[src/rtl/booth_pkg.sv]
// Shared types and helpers for the iterative radix-4 Booth multiply-accumulate unit
// and its partial-product selector.
package booth_pkg;

    typedef enum logic [2:0] {
        PP_ZERO,
        PP_POS1,
        PP_POS2,
        PP_NEG1,
        PP_NEG2
    } pp_act_e;

    typedef enum logic [1:0] {
        S_IDLE,
        S_RUN,
        S_DONE
    } state_e;

    // One Booth digit per pair of bits, plus one more for the extension bits.
    function automatic int booth_iters(input int w);
        return w / 2 + 1;
    endfunction

    function automatic pp_act_e booth_decode(input logic [2:0] grp);
        pp_act_e act;
        case (grp)
            3'b001, 3'b010: act = PP_POS1;
            3'b011:         act = PP_POS2;
            3'b100:         act = PP_NEG2;
            3'b101, 3'b110: act = PP_NEG1;
            default:        act = PP_ZERO;
        endcase
        return act;
    endfunction

endpackage

[src/rtl/booth_pp_select.sv]
// Radix-4 Booth partial-product selector: maps a 3-bit multiplier group and the
// (W+2)-bit extended multiplicand to a (W+3)-bit signed partial product.
module booth_pp_select
    import booth_pkg::*;
#(
    parameter int W = 8
) (
    input  logic [2:0]   group,
    input  logic [W+1:0] mcand,
    output logic [W+2:0] pp
);

    localparam logic [W+1:0] ONE = 1;

    pp_act_e      act;
    logic [W+1:0] neg;

    assign act = booth_decode(group);

    // Negation on the extended width keeps -(-2^(W-1)) representable.
    assign neg = ~mcand + ONE;

    // The two extension bits guarantee bits W+1 and W agree, so the left
    // shift for the 2x cases never loses the sign.
    always_comb begin
        pp = '0;
        case (act)
            PP_POS1: pp = {mcand[W+1], mcand};
            PP_POS2: pp = {mcand, 1'b0};
            PP_NEG1: pp = {neg[W+1], neg};
            PP_NEG2: pp = {neg, 1'b0};
            default: pp = '0;
        endcase
    end

endmodule

[src/rtl/booth_r4_mac.sv]
// Iterative radix-4 Booth multiply-accumulate: product = addend + multiplicand * multiplier
// mod 2^(2W), one Booth digit retired per clock through a shared selector and adder.
module booth_r4_mac
    import booth_pkg::*;
#(
    parameter int W = 8
) (
    input  logic           clk,
    input  logic           rst,
    input  logic           start,
    input  logic           signed_mode,
    input  logic [W-1:0]   multiplicand,
    input  logic [W-1:0]   multiplier,
    input  logic [2*W-1:0] addend,
    output logic           busy,
    output logic           done,
    output logic [2*W-1:0] product
);

    localparam int N  = booth_iters(W);
    localparam int CW = $clog2(N);
    localparam logic [CW-1:0] LAST  = CW'(N - 1);
    localparam logic [CW-1:0] STEP  = CW'(1);

    state_e         state;
    logic [W+1:0]   mcand;
    logic [W+2:0]   mreg;
    logic [2*W-1:0] acc;
    logic [CW-1:0]  iter;

    logic           accept;
    logic [W+1:0]   mcand_ext;
    logic [W+1:0]   mplier_ext;
    logic [W+2:0]   pp;
    logic [2*W-1:0] pp_ext;
    logic [2*W-1:0] pp_shift;
    logic [2*W-1:0] acc_next;

    assign accept = start && (state != S_RUN);

    assign mcand_ext  = signed_mode ? {{2{multiplicand[W-1]}}, multiplicand} : {2'b00, multiplicand};
    assign mplier_ext = signed_mode ? {{2{multiplier[W-1]}}, multiplier}     : {2'b00, multiplier};

    // mreg[2:0] is always the current group {2i+1, 2i, 2i-1}; bit 0 starts as the implicit zero.
    booth_pp_select #(.W(W)) u_sel (
        .group (mreg[2:0]),
        .mcand (mcand),
        .pp    (pp)
    );

    assign pp_ext   = {{(W-3){pp[W+2]}}, pp};
    assign pp_shift = pp_ext << {iter, 1'b0};
    assign acc_next = acc + pp_shift;

    always_ff @(posedge clk or posedge rst) begin
        if (rst) begin
            state   <= S_IDLE;
            mcand   <= '0;
            mreg    <= '0;
            acc     <= '0;
            iter    <= '0;
            product <= '0;
        end else if (accept) begin
            state <= S_RUN;
            mcand <= mcand_ext;
            mreg  <= {mplier_ext, 1'b0};
            acc   <= addend;
            iter  <= '0;
        end else begin
            case (state)
                S_RUN: begin
                    acc  <= acc_next;
                    mreg <= {2'b00, mreg[W+2:2]};
                    iter <= iter + STEP;
                    if (iter == LAST) begin
                        product <= acc_next;
                        state   <= S_DONE;
                    end
                end
                S_DONE:  state <= S_IDLE;
                default: state <= S_IDLE;
            endcase
        end
    end

    assign busy = (state == S_RUN);
    assign done = (state == S_DONE);

endmodule

[config.mk]
export PLATFORM = sky130hd
export DESIGN_NAME = booth_r4_mac
export DESIGN_NICKNAME = d
export VERILOG_FILES = /design/src/rtl/booth_pkg.sv /design/src/rtl/booth_pp_select.sv /design/src/rtl/booth_r4_mac.sv
export SDC_FILE = /design/constraint.sdc
export NUM_CORES = 1
export LEC_CHECK = 0
export CORE_MARGIN = 4
export CORE_UTILIZATION = 40
export CTS_BUF_LIST = sky130_fd_sc_hd__clkbuf_2 sky130_fd_sc_hd__clkbuf_4 sky130_fd_sc_hd__clkbuf_8
export DETAILED_ROUTE_END_ITERATION = 10
export PLACE_DENSITY_LB_ADDON = 0.2
export SLEW_MARGIN = 20
export SYNTH_ARGS = -nofsm -noshare
export SYNTH_HDL_FRONTEND = slang
export SYNTH_SLANG_ARGS = --single-unit
[constraint.sdc]
create_clock -name clk -period 9 [get_ports clk]
set_clock_uncertainty 0.05 [all_clocks]
set_input_delay 1.35 -clock clk [delete_from_list [all_inputs] [get_ports clk]]
set_output_delay 1.35 -clock clk [all_outputs]
set_load 0.005 [all_outputs]
Yosys cells after proc, flatten, opt, wreduce, memory -nomap -nowiden:

Index checks and enable logic that the tools add are counted.

* input port bits: 36
* word-level logic and storage cells: 45
* flip-flop bits (word level): 58
* output and inout port bits: 18

* add/sub/neg operators: 3
* shift-type cells: 1
* equal/unequal tests: 15
* multiplexer cells: 13
* reductions and logical operators: 5
* bitwise gates (word level): 2

Operators by type and width (count)
* one-hot mux 11 bit (4 select lines): 1
* two-way mux 16 bit: 2
* two-way mux 11 bit: 2
* two-way mux 10 bit: 2
* adder 16 bit: 1
* left shift 16 x 4 -> 16 bit: 1
* equality test 3 bit (second input constant): 5
* equality test 3 x 2 -> 1 bit (second input constant): 4
* one-hot mux 3 bit (4 select lines): 1
* adder 10 x 1 -> 10 bit (second input constant): 1
* inverter 10 bit: 1
* equality test 3 x 1 -> 1 bit (second input constant): 2
* two-way mux 2 bit: 3
* two-way mux 3 bit: 2
* OR reduction 2 bit: 2
* adder 3 x 1 -> 3 bit (second input constant): 1
* inequality test 3 x 1 -> 1 bit (second input constant): 1
* AND reduction 3 bit: 1
* equality test 2 x 1 -> 1 bit (second input constant): 1
* equality test 2 bit (second input constant): 1
* inequality test 2 x 1 -> 1 bit (second input constant): 1
* nonzero test 2 bit: 1
* logical AND 1 bit: 1
* inverter 1 bit: 1

Logic depth before layout (Yosys ltp):

Gate-level depths: netlist (run 1).

* depth in word-level cells: 9
* gate-level depth with buffers: 18

Cells and area by module:

A second synthesis (run 1) with hierarchy kept.

* cell total of the unflattened synthesis: 436
* area, all modules: 3948.8 um^2

By module, submodules not included
* booth_r4_mac: times used 1, cells each 348, area an instance 3343.2 um^2
* booth_pp_select: times used 1, cells each 88, area an instance 605.6 um^2

Least setup slack after synthesis (run 1):

Ideal clock, no wire load.

* path type: reg-to-reg
* start: reg mreg[0]
* end: reg product[15]
* cell stages (with the launch flop): 19
* data required time: 8.824 ns
* data arrival time: 3.863 ns
* slack: 4.961 ns
* period minus slack after synthesis: 4.039 ns
* setup time: 0.126 ns
* buffers on the path: 3
* cell sequence: dfrtp_1 -> buf_2 -> buf_1 -> mux2_2 -> nand2_1 -> a21oi_1 -> a221o_1 -> a21o_1 -> mux2i_1 -> o21ai_0 -> ha_1 -> clkbuf_1 -> a21o_1 -> a21o_1 -> a21oi_1 -> o221ai_1 -> or2_2 -> o311a_1 -> a221o_1

* longest elaborated chain between the ends: 7
* elaborated cells on any way between the ends: 16
* classes of those cells: add/sub: 1; eq/ne: 10; shift: 1; mux: 2; reduce/logical: 2

Ends and longest elaborated chain
* start, declared: RTL line booth_r4_mac.sv:27 `logic [W+2:0] mreg;`
* start signal, assigned: RTL line booth_r4_mac.sv:66 `mreg <= {mplier_ext, 1'b0};`
* start signal, assigned: RTL line booth_r4_mac.sv:73 `mreg <= {2'b00, mreg[W+2:2]};`
* equality test 3 bit (tied with other cells): RTL line booth_pkg.sv:26 `case (grp)`
* OR reduction 2 bit: RTL line booth_pkg.sv:26
* one-hot mux 3 bit (4 select lines) *: RTL line booth_pkg.sv:26
* equality test 3 bit (tied with other cells): RTL line booth_pp_select.sv:27 `case (act)`
* one-hot mux 11 bit (4 select lines) *: RTL line booth_pp_select.sv:27
* left shift 16 x 4 -> 16 bit *: RTL line booth_r4_mac.sv:52 `assign pp_shift = pp_ext << {iter, 1'b0};`
* adder 16 bit *: RTL line booth_r4_mac.sv:53 `assign acc_next = acc + pp_shift;`
* end signal, assigned: RTL line booth_r4_mac.sv:76 `product <= acc_next;`
* end, declared: RTL line booth_r4_mac.sv:17 `output logic [2*W-1:0] product`

Every way passes the cells marked *; elsewhere a longest branch is shown, timed or not.
A chain may end at the register's enable or synchronous reset.

Worst setup path after layout (run 1):

* start: reg mcand[0]
* end: reg product[15]

* longest elaborated chain between the ends: 5

Ends and longest elaborated chain
* start, declared: RTL line booth_r4_mac.sv:26 `logic [W+1:0] mcand;`
* start signal, assigned: RTL line booth_r4_mac.sv:65 `mcand <= mcand_ext;`
* inverter 10 bit: RTL line booth_pp_select.sv:21 `assign neg = ~mcand + ONE;`
* adder 10 x 1 -> 10 bit: RTL line booth_pp_select.sv:21
* one-hot mux 11 bit (4 select lines) *: RTL line booth_pp_select.sv:27
* left shift 16 x 4 -> 16 bit *: RTL line booth_r4_mac.sv:52
* adder 16 bit *: RTL line booth_r4_mac.sv:53

Marked as above.

==> impl_metrics.py, run 1 <==
metrics = {
    "yosys": {
        "syn_avg_cell_area_um2": 8.51,
        "yosysSeqAreaShare_pct": 33.8,
        "synth-edff-count": 0,
        "ys.warnings.count": 0,
        "synth_top_area_cell": "dfrtp_1",
        "synth_top_area_share_pct": 33.8,
        "synth-seq-cells": 56,
        "yosys-top-cells-area": "dfrtp_1, ha_1, nand2_1, mux2i_1, o21ai_0",
        "syn_area_um2": 4150,
        "syn_inst": 487,
        "ys.flop_type": "dfrtp_1",
        "synth_cell_type_count": 59,
        "synthArstFlopShare_pct": 100,
        "synthesis.nets": 542,
    },
    "cells_and_area": {
        "layout_common_cells": "nand2_1, dfrtp_1, clkdlybuf4s50_1",
        "nFillCells": 967,
        "nNetsFinal": 575,
        "diodes": 0,
        "layout-drive-gt1-share_pct": 8.25,
        "final_common_cell": "nand2_1",
        "area_delta_synth_final_pct": 17.6,
    },
    "clock_tree": {
        "cts_resized": 0,
        "cts_buffer_depth": 2,
        "tritoncts": "yes",
        "root_buffer": "clkbuf_8",
        "clkTransAtPathRegs_ns": 0.11,
        "clk_latency_ns": 0.32,
        "holdBufCountCts": 0,
        "htree_num_levels": 2,
        "cts_buffers": 5,
        "postCtsSetupBuffers": 0,
        "clock_sinks": 56,
    },
    "floorplan": {
        "die_h_um": 110,
        "num_rows": 36,
        "die_w_um": 110,
        "dieArea_um2": 12100,
        "coreArea_um2": 9950,
        "ios": 54,
        "start_util_pct": 41.6,
    },
    "grt": {
        "grt_max_degree": 57,
        "gr-usage-all-layers_pct": 17.8,
        "antenna_found_initial": 0,
        "grt_pass1_vias": 3507,
        "grt-ovfl-total": 0,
        "grt_pass1_wl_um": 17300,
    },
    "timing": {
        "tightest_slew_ns": 0.791,
        "fmax_ghz": 0.217,
        "slew_viol_final": 0,
        "max_slew_margin_pct": 47.2,
        "hold_viol": 0,
        "tns_ns": 0,
        "rsz0062_at_grt": "false",
        "post-route-min-period_ns": 4.60,
        "setup-violations-final": 0,
        "min_period_over_period_pct": 51.2,
    },
    "setup_path": {
        "crit_start": "mcand[0]",
        "cpMaxStageDelayCell": "a221oi_1",
        "worstSetupEndpointType": "flip-flop",
        "critPathLaunchType": "flip-flop",
        "criticalPathCategory": "flip-flop to flip-flop",
        "crit_arrival_ns": 4.77,
        "crit_path_max_fanout": 7,
        "crit_path_max_incr_delay_ns": 0.50,
        "path_cells": "inv_1 > ha_1 > nor3b_1 > o21ai_0 > a21oi_1 > nor3b_1 > o31ai_1 > o21ai_0 > nor2_1 > ha_1 > and3_1 > a221oi_1 > o221a_2 > o221ai_1 > or2_2 > o311a_1 > a221o_1",
        "crit_required_ns": 9.17,
        "r2r-start": "mcand[0]",
    },
    "route": {
        "drc_errors": 0,
        "viasPerCell": 5.56,
        "wirelength_um": 10200,
        "drt_iter0_drc": 159,
        "vias": 3634,
        "ant_nets": 0,
        "drtPass1Iterations": 5,
        "wire_per_inst_um": 15.6,
    },
    "placement": {
        "routabilityCongestion": 0.917,
        "place_hpwl_um": 7470,
        "portBuffers": 53,
    },
    "hold_path": {
        "hold_class": "flip-flop to flip-flop",
        "hp-start": "mreg[7]",
    },
    "status": {
        "outcome": "finished, final reports clean",
    },
    "job": {
        "max-cap-violations": 0,
    },
}
-- cells in the mapped netlist, types with 11 or more instances --
master	number
dfrtp_1	56
clkbuf_1	20
mux2_2	14
inv_1	13
nand2_1	60
mux2i_1	22
a21oi_1	36
o21ai_0	39
nand3_1	11
nor3_1	14
a211oi_1	19
ha_1	18
nor2_1	27
nor2b_1	14
-- sequential cells by signal (all words and copies together) (netlist names) --
| name | flops |
|---|---|
| acc | 16 |
| product | 16 |
| mreg | 10 |
| mcand | 9 |
| iter | 3 |
| state | 2 |
-- area by class of cell --
type | instances | area, µm² | share of cell area [%]
multi-input combinational | 385 | 2560 | 52.5
sequential | 56 | 1400 | 28.7
timing repair buffer | 57 | 556 | 11.4
tap | 133 | 166 | 3.41
clock buffer | 5 | 68.8 | 1.41
clock inverter | 3 | 68.8 | 1.41
inverter | 15 | 56.3 | 1.15
-- metrics by stage --
stage	area [µm²]	hold WS (ns)	utilization (%)	setup WS, ns	std cells
4_1_cts	4880	0.446	49.0	4.38	654
2_1_floorplan	4150	0.399	-	4.96	487
5_1_grt	4880	0.482	49.0	3.93	654
3_3_place_gp	4740	0.414	47.6	4.57	646
3_5_place_dp	4740	0.416	47.6	4.40	646
6_report	4880	0.435	49.0	4.40	654
-- metal layers --
metal  part of all wire, %  global-route usage [%]  wire length, µm  vias to the layer above
met4                  0.80                    3.56               82                        0
met1                    52                    27.0             5290                     1724
met5                     0                       0                0                        -
met2                    44                    27.0             4500                       64
met3                   3.5                    2.47              362                        6
li1                      -                       -                -                     1840
-- critical path: cells and delay by family (launching register included) --
kind	cells	cell delay, ns
flip-flops	1	0.45
adder cells (fa/ha/maj)	2	0.46
AO/OA/AOI/OAI	9	2.25
buffers and inverters	1	0.10
AND/OR/NAND/NOR	5	1.21
-- cell families (layout without fill, tap and decap cells) --
| logic type | Yosys count | count (layout) | share of synthesized area (%) |
|---|---|---|---|
| AND/OR/NAND/NOR | 168 | 168 | 20.3 |
| AO/OA/AOI/OAI | 145 | 145 | 22.6 |
| flip-flops | 56 | 56 | 33.8 |
| buffers and inverters | 46 | 80 | 4.47 |
| multiplexers | 37 | 37 | 9.48 |
| adder cells (fa/ha/maj) | 19 | 19 | 5.92 |
| XOR/XNOR | 16 | 16 | 3.38 |
-- path summary, 6_finish.rpt --
check,endpoint,slack (ns),cells after the start
max,product[15],4.40,17
min,mreg[5],0.44,2
max reg2reg,product[15],4.40,17
min reg2reg,mreg[5],0.44,2
max in group asynchronous,acc[13],6.92,3
min in group asynchronous,mreg[3],1.50,3
Power of run 1 is not shown: default switching activity piles up to over one toggle a cycle in this logic, so the estimate is an artifact.
==> run 2, diff against run 1 <==
- clock period: 9 -> 4.5 ns (I/O delays scaled with it)
==> run 2 against run 1 <==
Against the previous run:
- utilization grew 1.1 points
- first-iteration DRC count increased by 34%
- cell area rose by 2.3%
- flip-flop and latch count unchanged
- clock-buffer cell count unchanged
- non-clock buffer count rose by 12
- critical path depth decreased by 1
==> impl_metrics.py, run 2 (same netlist as run 1, synthesis figures left out) <==
metrics = {
    "placement": {
        "place_hpwl_um": 7860,
        "portBuffers": 53,
        "routabilityCongestion": 0.961,
    },
    "timing": {
        "max_slew_margin_pct": 61.5,
        "min_period_over_period_pct": 94.5,
        "fin_hold_ws_ns": 0.441,
        "fmax_ghz": 0.235,
        "tightest_slew_ns": 0.577,
        "setup-violations-final": 0,
        "post-route-min-period_ns": 4.25,
        "slew_viol_final": 0,
        "hold_viol": 0,
    },
    "clock_tree": {
        "htree_num_levels": 2,
        "root_buffer": "clkbuf_8",
        "clock_sinks": 56,
        "clkTransAtPathRegs_ns": 0.11,
        "clk_latency_ns": 0.32,
        "cts_buffer_depth": 2,
        "cts_buffers": 5,
        "tritoncts": "yes",
    },
    "route": {
        "vias": 3799,
        "ant_nets": 0,
        "drt_iter0_drc": 213,
        "viasPerCell": 5.71,
        "wire_per_inst_um": 16.1,
        "wirelength_um": 10700,
        "drc_errors": 0,
        "drtPass1Iterations": 5,
    },
    "cells_and_area": {
        "nNetsFinal": 587,
        "diodes": 0,
        "nFillCells": 936,
        "area_delta_synth_final_pct": 20.3,
        "final_common_cell": "nand2_1",
        "top_regs": "acc x16, product x16, mreg x10",
        "layout_common_cells": "nand2_1, dfrtp_1, clkdlybuf4s50_1",
        "layout-drive-gt1-share_pct": 11.5,
        "register_area_um2": 1400,
        "multi_input_area_um2": 2590,
    },
    "setup_path": {
        "r2r_setup_slack_ns": 0.25,
        "crit_arrival_ns": 4.42,
        "r2r_cells": 16,
        "r2r-start": "mcand[0]",
        "critPathTopFamily": "compound AO/OA/AOI/OAI gates",
        "worstSetupEndpointType": "flip-flop",
        "cp_num_buf_inv": 1,
        "r2r_end": "product[15]",
        "criticalPathCategory": "flip-flop to flip-flop",
        "crit_required_ns": 4.66,
        "crit_path_max_incr_delay_ns": 0.45,
        "cpMaxStageDelayCell": "dfrtp_2",
        "path_cells": "inv_1 > ha_1 > or3b_4 > or3_1 > a32oi_2 > a221oi_1 > o21ba_2 > o22ai_1 > ha_1 > a21o_1 > a21o_1 > a21oi_1 > o221ai_1 > or2_2 > o311a_1 > a221o_1",
        "crit_path_max_fanout": 7,
        "critPathLaunchType": "flip-flop",
    },
    "hold_path": {
        "hold_path_end": "product[13]",
        "min_path_cells": 2,
        "hold_class": "flip-flop to flip-flop",
        "hp-start": "product[13]",
    },
    "floorplan": {
        "ios": 54,
        "coreArea_um2": 9950,
        "die_h_um": 110,
        "die_w_um": 110,
        "num_rows": 36,
        "start_util_pct": 41.6,
        "dieArea_um2": 12100,
    },
    "grt": {
        "grt-ovfl-total": 0,
        "gr-usage-all-layers_pct": 18.4,
        "grt_pass1_vias": 3616,
        "antenna_found_initial": 0,
        "grt_max_degree": 41,
        "grt_pass1_wl_um": 17800,
    },
    "status": {
        "outcome": "finished, final reports clean",
    },
    "job": {
        "max-cap-violations": 0,
    },
}
run 2: cell type report:
cell class                      instances  share of cell area [%]
Multi-Input combinational cell        385                    51.9
Sequential cell                        56                    28.1
Timing Repair Buffer                   69                    12.9
Tap cell                              133                    3.34
Clock buffer                            5                    1.38
Clock inverter                          2                    1.20
Inverter                               15                    1.13
run 2: worst max-delay path by stage:
stage | end | slack, ns | startpoint | cells after the start
2_1_floorplan | product[15] | 0.46 | mreg[0] | 18
3_3_place_gp | product[15] | 0.29 | mcand[0] | 17
3_5_place_dp | product[15] | 0.14 | mcand[0] | 17
4_1_cts | product[15] | 0.1 | mcand[0] | 17
5_1_grt | product[15] | -0.01 | mcand[0] | 17
6_report | product[15] | 0.25 | mcand[0] | 16
run 2: repair_timing:
action,4_1_cts,5_1_grt
hold buffers,0,0
endpoints found under the setup margin,0,9
endpoints found under the hold margin,0,0
resized for setup,0,7
buffers inserted,0,1
run 2: worst min-delay path, stage by stage (launching register included):
cell,delay (ns)
dfrtp_1,0.35
nand2_1,0.04
o21ai_0,0.06
run 2: stage by stage:
| step | cell area (µm²) | setup WS [ns] | setup TNS [ns] | utilization [%] | cells |
|---|---|---|---|---|---|
| global route | 4990 | -0.0142 | -0.0142 | 50.1 | 665 |
| finish | 4990 | 0.247 | 0 | 50.1 | 665 |
| global placement | 4820 | 0.289 | 0 | 48.4 | 657 |
| CTS | 4950 | 0.0965 | 0 | 49.7 | 664 |
| detailed placement | 4820 | 0.143 | 0 | 48.4 | 657 |
| floorplan | 4150 | 0.461 | 0 | - | 487 |
run 2: per-layer routing:
metal	global-route usage, %	vias up	wire [µm]	part of all wire [%]
met3	2.94	18	513	4.8
met5	0	-	0	0
met4	5.52	0	216	2.0
li1	-	1867	-	-
met2	27.8	123	4830	45
met1	27.0	1791	5130	48
Power of run 2 is left out for the same reason.
